### src/rtl/ifft_cmult_pipe_pkg.sv
// Shared constants and width helpers for the NB-IoT IFFT complex multiplier pipeline.
package ifft_cmult_pipe_pkg;

  localparam int DATA_W_DEF = 16;
  localparam int FRAC_W_DEF = 10;

  localparam int PROD_W_DEF = 2 * DATA_W_DEF;
  localparam int SUM_W_DEF  = 2 * DATA_W_DEF + 1;

  function automatic int prodWidth(input int dataW);
    return 2 * dataW;
  endfunction

  function automatic int sumWidth(input int dataW);
    return 2 * dataW + 1;
  endfunction

  // Saturation bounds of a dataW-bit two's complement result, returned at 64 bits.
  function automatic longint satMax(input int dataW);
    return (64'sd1 <<< (dataW - 1)) - 64'sd1;
  endfunction

  function automatic longint satMin(input int dataW);
    return -(64'sd1 <<< (dataW - 1));
  endfunction

  localparam longint SAT_MAX_DEF = satMax(DATA_W_DEF);
  localparam longint SAT_MIN_DEF = satMin(DATA_W_DEF);

endpackage

### src/rtl/ifft_round_sat.sv
// Rounds or truncates a full-precision sum, rescales it by FRAC_W and clips to DATA_W.
module ifft_round_sat
  import ifft_cmult_pipe_pkg::*;
#(
  parameter int DATA_W = DATA_W_DEF,
  parameter int FRAC_W = FRAC_W_DEF
) (
  input  logic signed [2*DATA_W:0]   i_sum,
  input  logic                       i_round_en,
  output logic signed [DATA_W-1:0]  o_data,
  output logic                       o_ovf
);

  localparam int SUM_W = sumWidth(DATA_W);
  localparam logic signed [SUM_W-1:0] HALF    = SUM_W'(1) << (FRAC_W - 1);
  localparam logic signed [SUM_W-1:0] SAT_MAX = SUM_W'(satMax(DATA_W));
  localparam logic signed [SUM_W-1:0] SAT_MIN = SUM_W'(satMin(DATA_W));

  logic signed [SUM_W-1:0] w_rounded;
  logic signed [SUM_W-1:0] w_shifted;

  // The sum has headroom above the largest product sum, so adding HALF cannot wrap.
  assign w_rounded = i_round_en ? (i_sum + HALF) : i_sum;
  assign w_shifted = w_rounded >>> FRAC_W;

  always_comb begin
    o_ovf  = 1'b0;
    o_data = w_shifted[DATA_W-1:0];
    if (w_shifted > SAT_MAX) begin
      o_data = SAT_MAX[DATA_W-1:0];
      o_ovf  = 1'b1;
    end else if (w_shifted < SAT_MIN) begin
      o_data = SAT_MIN[DATA_W-1:0];
      o_ovf  = 1'b1;
    end
  end

endmodule

### src/rtl/ifft_cmult_pipe.sv
// Three-stage pipelined fixed-point complex multiplier with conjugate, rounding,
// saturation and a valid/ready handshake driven by a single global advance.
module ifft_cmult_pipe
  import ifft_cmult_pipe_pkg::*;
#(
  parameter int DATA_W = DATA_W_DEF,
  parameter int FRAC_W = FRAC_W_DEF
) (
  input  logic                      clk,
  input  logic                      rst_n,
  input  logic                      i_in_valid,
  output logic                      o_in_ready,
  input  logic signed [DATA_W-1:0]  i_op_1_real,
  input  logic signed [DATA_W-1:0]  i_op_1_imag,
  input  logic signed [DATA_W-1:0]  i_op_2_real,
  input  logic signed [DATA_W-1:0]  i_op_2_imag,
  input  logic                      i_conj_en,
  input  logic                      i_round_en,
  output logic                      o_out_valid,
  input  logic                      i_out_ready,
  output logic signed [DATA_W-1:0]  o_result_real,
  output logic signed [DATA_W-1:0]  o_result_imag,
  output logic                      o_ovf,
  output logic                      o_ovf_sticky,
  input  logic                      i_ovf_clr
);

  localparam int PROD_W = prodWidth(DATA_W);
  localparam int SUM_W  = sumWidth(DATA_W);

  logic                      w_adv;

  logic                      r_s1Valid, r_s1Conj, r_s1Round;
  logic signed [DATA_W-1:0]  r_s1Ar, r_s1Ai, r_s1Br, r_s1Bi;

  logic                      r_s2Valid, r_s2Conj, r_s2Round;
  logic signed [PROD_W-1:0]  r_s2Rr, r_s2Ii, r_s2Ir, r_s2Ri;

  logic signed [SUM_W-1:0]   w_sumRe, w_sumIm;
  logic signed [DATA_W-1:0]  w_satRe, w_satIm;
  logic                      w_ovfRe, w_ovfIm;

  logic                      r_s3Valid, r_s3Ovf, r_sticky;
  logic signed [DATA_W-1:0]  r_s3Re, r_s3Im;

  assign w_adv      = !r_s3Valid || i_out_ready;
  assign o_in_ready = w_adv;

  always_ff @(posedge clk or negedge rst_n) begin
    if (!rst_n) begin
      r_s1Valid <= 1'b0;
      r_s1Conj  <= 1'b0;
      r_s1Round <= 1'b0;
      r_s1Ar    <= '0;
      r_s1Ai    <= '0;
      r_s1Br    <= '0;
      r_s1Bi    <= '0;
    end else if (w_adv) begin
      r_s1Valid <= i_in_valid;
      r_s1Conj  <= i_conj_en;
      r_s1Round <= i_round_en;
      r_s1Ar    <= i_op_1_real;
      r_s1Ai    <= i_op_1_imag;
      r_s1Br    <= i_op_2_real;
      r_s1Bi    <= i_op_2_imag;
    end
  end

  // Products are kept un-negated; conjugation is applied as a sign swap in the sum stage.
  always_ff @(posedge clk or negedge rst_n) begin
    if (!rst_n) begin
      r_s2Valid <= 1'b0;
      r_s2Conj  <= 1'b0;
      r_s2Round <= 1'b0;
      r_s2Rr    <= '0;
      r_s2Ii    <= '0;
      r_s2Ir    <= '0;
      r_s2Ri    <= '0;
    end else if (w_adv) begin
      r_s2Valid <= r_s1Valid;
      r_s2Conj  <= r_s1Conj;
      r_s2Round <= r_s1Round;
      r_s2Rr    <= PROD_W'(r_s1Ar) * PROD_W'(r_s1Br);
      r_s2Ii    <= PROD_W'(r_s1Ai) * PROD_W'(r_s1Bi);
      r_s2Ir    <= PROD_W'(r_s1Ai) * PROD_W'(r_s1Br);
      r_s2Ri    <= PROD_W'(r_s1Ar) * PROD_W'(r_s1Bi);
    end
  end

  assign w_sumRe = r_s2Conj ? (SUM_W'(r_s2Rr) + SUM_W'(r_s2Ii)) : (SUM_W'(r_s2Rr) - SUM_W'(r_s2Ii));
  assign w_sumIm = r_s2Conj ? (SUM_W'(r_s2Ir) - SUM_W'(r_s2Ri)) : (SUM_W'(r_s2Ir) + SUM_W'(r_s2Ri));

  ifft_round_sat #(.DATA_W(DATA_W), .FRAC_W(FRAC_W)) u_rsRe (
    .i_sum      (w_sumRe),
    .i_round_en (r_s2Round),
    .o_data     (w_satRe),
    .o_ovf      (w_ovfRe)
  );

  ifft_round_sat #(.DATA_W(DATA_W), .FRAC_W(FRAC_W)) u_rsIm (
    .i_sum      (w_sumIm),
    .i_round_en (r_s2Round),
    .o_data     (w_satIm),
    .o_ovf      (w_ovfIm)
  );

  always_ff @(posedge clk or negedge rst_n) begin
    if (!rst_n) begin
      r_s3Valid <= 1'b0;
      r_s3Ovf   <= 1'b0;
      r_s3Re    <= '0;
      r_s3Im    <= '0;
    end else if (w_adv) begin
      r_s3Valid <= r_s2Valid;
      r_s3Ovf   <= w_ovfRe || w_ovfIm;
      r_s3Re    <= w_satRe;
      r_s3Im    <= w_satIm;
    end
  end

  // A saturating transfer takes priority over a clear in the same cycle.
  always_ff @(posedge clk or negedge rst_n) begin
    if (!rst_n) begin
      r_sticky <= 1'b0;
    end else if (r_s3Valid && i_out_ready && r_s3Ovf) begin
      r_sticky <= 1'b1;
    end else if (i_ovf_clr) begin
      r_sticky <= 1'b0;
    end
  end

  assign o_out_valid   = r_s3Valid;
  assign o_result_real = r_s3Re;
  assign o_result_imag = r_s3Im;
  assign o_ovf         = r_s3Ovf;
  assign o_ovf_sticky  = r_sticky;

endmodule

### config.mk
export PLATFORM = sky130hd
export DESIGN_NAME = ifft_cmult_pipe
export DESIGN_NICKNAME = d
export VERILOG_FILES = /design/src/rtl/ifft_cmult_pipe_pkg.sv /design/src/rtl/ifft_round_sat.sv /design/src/rtl/ifft_cmult_pipe.sv
export SDC_FILE = /design/constraint.sdc
export NUM_CORES = 2
export LEC_CHECK = 0
export CORE_ASPECT_RATIO = 1.1
export CORE_MARGIN = 4
export CORE_UTILIZATION = 65
export DETAILED_ROUTE_END_ITERATION = 12
export PLACE_DENSITY = 0.85
export RECOVER_POWER = 100
export SETUP_SLACK_MARGIN = 0.4
export SLEW_MARGIN = 20
export SYNTH_ARGS = -nofsm -noshare
export SYNTH_HDL_FRONTEND = slang
export SYNTH_SLANG_ARGS = --single-unit
### constraint.sdc
create_clock -name clk -period 9.5 [get_ports clk]
set_clock_uncertainty 0.1 [all_clocks]
set_input_delay 1.425 -clock clk [delete_from_list [all_inputs] [get_ports clk]]
set_output_delay 1.425 -clock clk [all_outputs]
set_load 0.02 [all_outputs]
==> out/qor.yml <==
setup_path:
  r2r-start: "r_s1Ar[10]"
  crit_start: "i_out_ready"
  required_ns: 9.88
  critPathArrivalTime_ns: 9.00
  cp_max_fo: 169
  path_class: "input port to flip-flop"
  start_kind: "input port"
  endpoint_kind: "flip-flop"
worst_hold_path:
  min_from: "r_s2Valid"
  hp-class: "flip-flop to flip-flop"
sta:
  finalCritPeriodShare_pct: 90.75
  post-route-min-period_ns: 8.621
  tns_ns: 0
  rsz0062_at_grt: "no"
  finalSetupViolCount: 0
  fmax_ghz: 0.1160
  tightestPinTransition_ns: 4.226
  hold_violations: 0
  slew_headroom_pct: -181.8
  finalMaxSlewViolations: 623
layout:
  area_growth_syn_to_layout_pct: 5.746
  regArea_mm2: 0.005833
  final_nets: 7371
  multi_input_area_mm2: 0.04140
  diodes: 0
  stdcell_count: 6938
  layout-drive-gt1-share_pct: 2.974
  fill_cells: 5903
route:
  routed-wl-met2_um: 61180
  via_count: 40620
  dr.pass1.iters: 7
  routed.top_layer: "met5"
  drc_errors: 0
  wire_per_inst_um: 19.18
  wl_met1_um: 50860
  wl_met3_um: 13910
  dr.first_iter.drc_count: 3413
  drtAntennaViolNets: 0
  routed_wl_um: 133000
  via_per_inst: 5.855
run_status:
  violations: "max-capacitance violations, max-slew violations"
  status: "complete, but fails checks"
logic_synthesis:
  synthDistinctLibCells: 92
  synth_cells: 5904
  synth_top_area_cell: "fa_1"
  synthArstFlopShare_pct: 100.0
  synth_top_cell_area_share_pct: 39.80
  avgSynthCellArea_um2: 8.929
  syn_area_mm2: 0.05272
  ys_seq_elements: 233
  yosysSeqAreaShare_pct: 11.06
  synth.most_common_cell: "inv_1"
  synth_edf_count: 0
  ys.flop_type: "dfrtp_1"
  synth_area_leaders: "fa_1 40%, dfrtp_1 11%, ha_1 9.4%, inv_1 8.3%, nand2_1 6.6%"
  ys_warn_count: 0
  synthesis.nets: 7417
  synth_commonest_cells: "1168 x inv_1, 1048 x fa_1, 930 x nand2_1"
cts:
  cts.sinks: 233
  clkTransAtPathRegs_ns: 0.06
  h-tree-depth: 2
  hold_buffers: 0
  clock_latency_ns: 0.57
  post-cts-setup-buffers: 0
  cts_tree: "built"
  clockRootBuffer: "clkbuf_16"
  clockBufferDepth: 3
  numCtsBuffers: 34
  cts-resized-gates: 0
floorplanning:
  rows: 109
  core_mm2: 0.08033
  dieArea_mm2: 0.08573
  die_h_um: 306.7
  initial_core_util_pct: 65.63
  io-pin-count: 107
  die_width_um: 279.5
global_route:
  grt_first_pass_wirelength_um: 222400
  grt_max_degree: 170
  first_global_vias: 43690
  antenna_found_initial: 1
  grt_use_total_pct: 32.29
  grt-ovfl-total: 0
placed_design:
  portBuffers: 106
  hpwl_um: 104300
  routabilityCongestion: 0.9133
  dp_cells: 6876
job:
  cap_violations: 9
[state kept, by name, indices dropped and copies added (netlist names)]
register	count
o_result_imag	16
r_s1Bi	16
r_s2Ii	32
r_s2Rr	32
r_s2Ri	32
r_s1Ai	16
r_s2Conj	1
r_s1Ar	16
o_result_real	16
r_s2Round	1
r_s1Conj	1
o_ovf	1
r_s2Valid	1
r_s1Round	1
r_s1Br	16
r_s2Ir	32
o_out_valid	1
o_ovf_sticky	1
r_s1Valid	1
[worst max-delay path, stage by stage]
cell and delay [ns]:
dlygate4sd3_1 0.60, nor2b_4 0.05, clkbuf_2 2.04, inv_8 1.61
clkbuf_1 2.27, nand2_1 0.68, nand2_1 0.21
[final timing paths]
check	endpoint	slack [ns]	cells past startpoint
min in group asynchronous	r_s2Ir[12]	2.12	1
max in group asynchronous	r_s1Bi[3]	1.53	2
hold / removal	o_out_valid	0.36	1
hold reg to reg	o_out_valid	0.36	1
setup reg to reg	r_s2Ri[30]	0.92	25
setup / recovery	r_s1Br[2]	0.88	7
[per-stage QoR]
step	cell area [um^2]	util (%)	setup slack (ns)	hold WS, ns
2_1_floorplan	52720	-	2.540	0.3300
4_1_cts	55840	69.52	1.314	0.3641
3_5_place_dp	54670	68.06	1.331	0.3513
3_3_place_gp	54660	68.05	1.468	0.3439
6_report	55750	69.40	0.8789	0.3609
5_1_grt	55750	69.40	0.3764	0.3844
[metal layers]
| metal | track usage (%) | vias up |
|---|---|---|
| met5 | 0 | - |
| met4 | 13.65 | 2 |
| met3 | 7.600 | 413 |
| met2 | 51.34 | 2036 |
| met1 | 43.11 | 20280 |
| li1 | - | 17890 |
[cell type report]
type | count | area share (%)
timing repair buffer | 187 | 2.918
clock inverter | 20 | 0.3973
multi-input combinational | 4233 | 74.26
tap | 1054 | 2.366
inverter | 1169 | 7.885
clock buffer | 42 | 1.712
sequential | 233 | 10.46
[kinds of logic after synthesis]
family,Yosys count,synth area share [%]
compound gates,650,7.915
simple gates,1858,16.72
fa+ha+maj,1442,49.15
flops,233,11.06
buf+inv,1438,10.37
xor+xnor,270,4.521
mux,13,0.2635
[placed cells by master (no fill, tap or decap), types with 16 or more instances in the layout]
cell and n:
a21oi_1 230, nor3_1 55, o22a_1 30, dfrtp_1 231, o31ai_1 16, and2_1 408
nand2b_1 80, dlygate4sd3_1 37, nor2_1 197, fa_1 1048, nand2_1 930, nand4_1 23
xnor2_1 175, and3_1 17, a31oi_1 28, clkbuf_16 37, a21o_1 71, xor2_1 95
o21a_1 18, clkdlybuf4s50_1 68, ha_1 394, nand3_1 40, inv_1 1168, buf_4 71
o21bai_1 29, o21ai_0 115, a211oi_1 25, or3_1 21
Power is left out: the tool's default activity adds up to more than one toggle a clock period on the data nets, which glitch-free logic cannot reach.
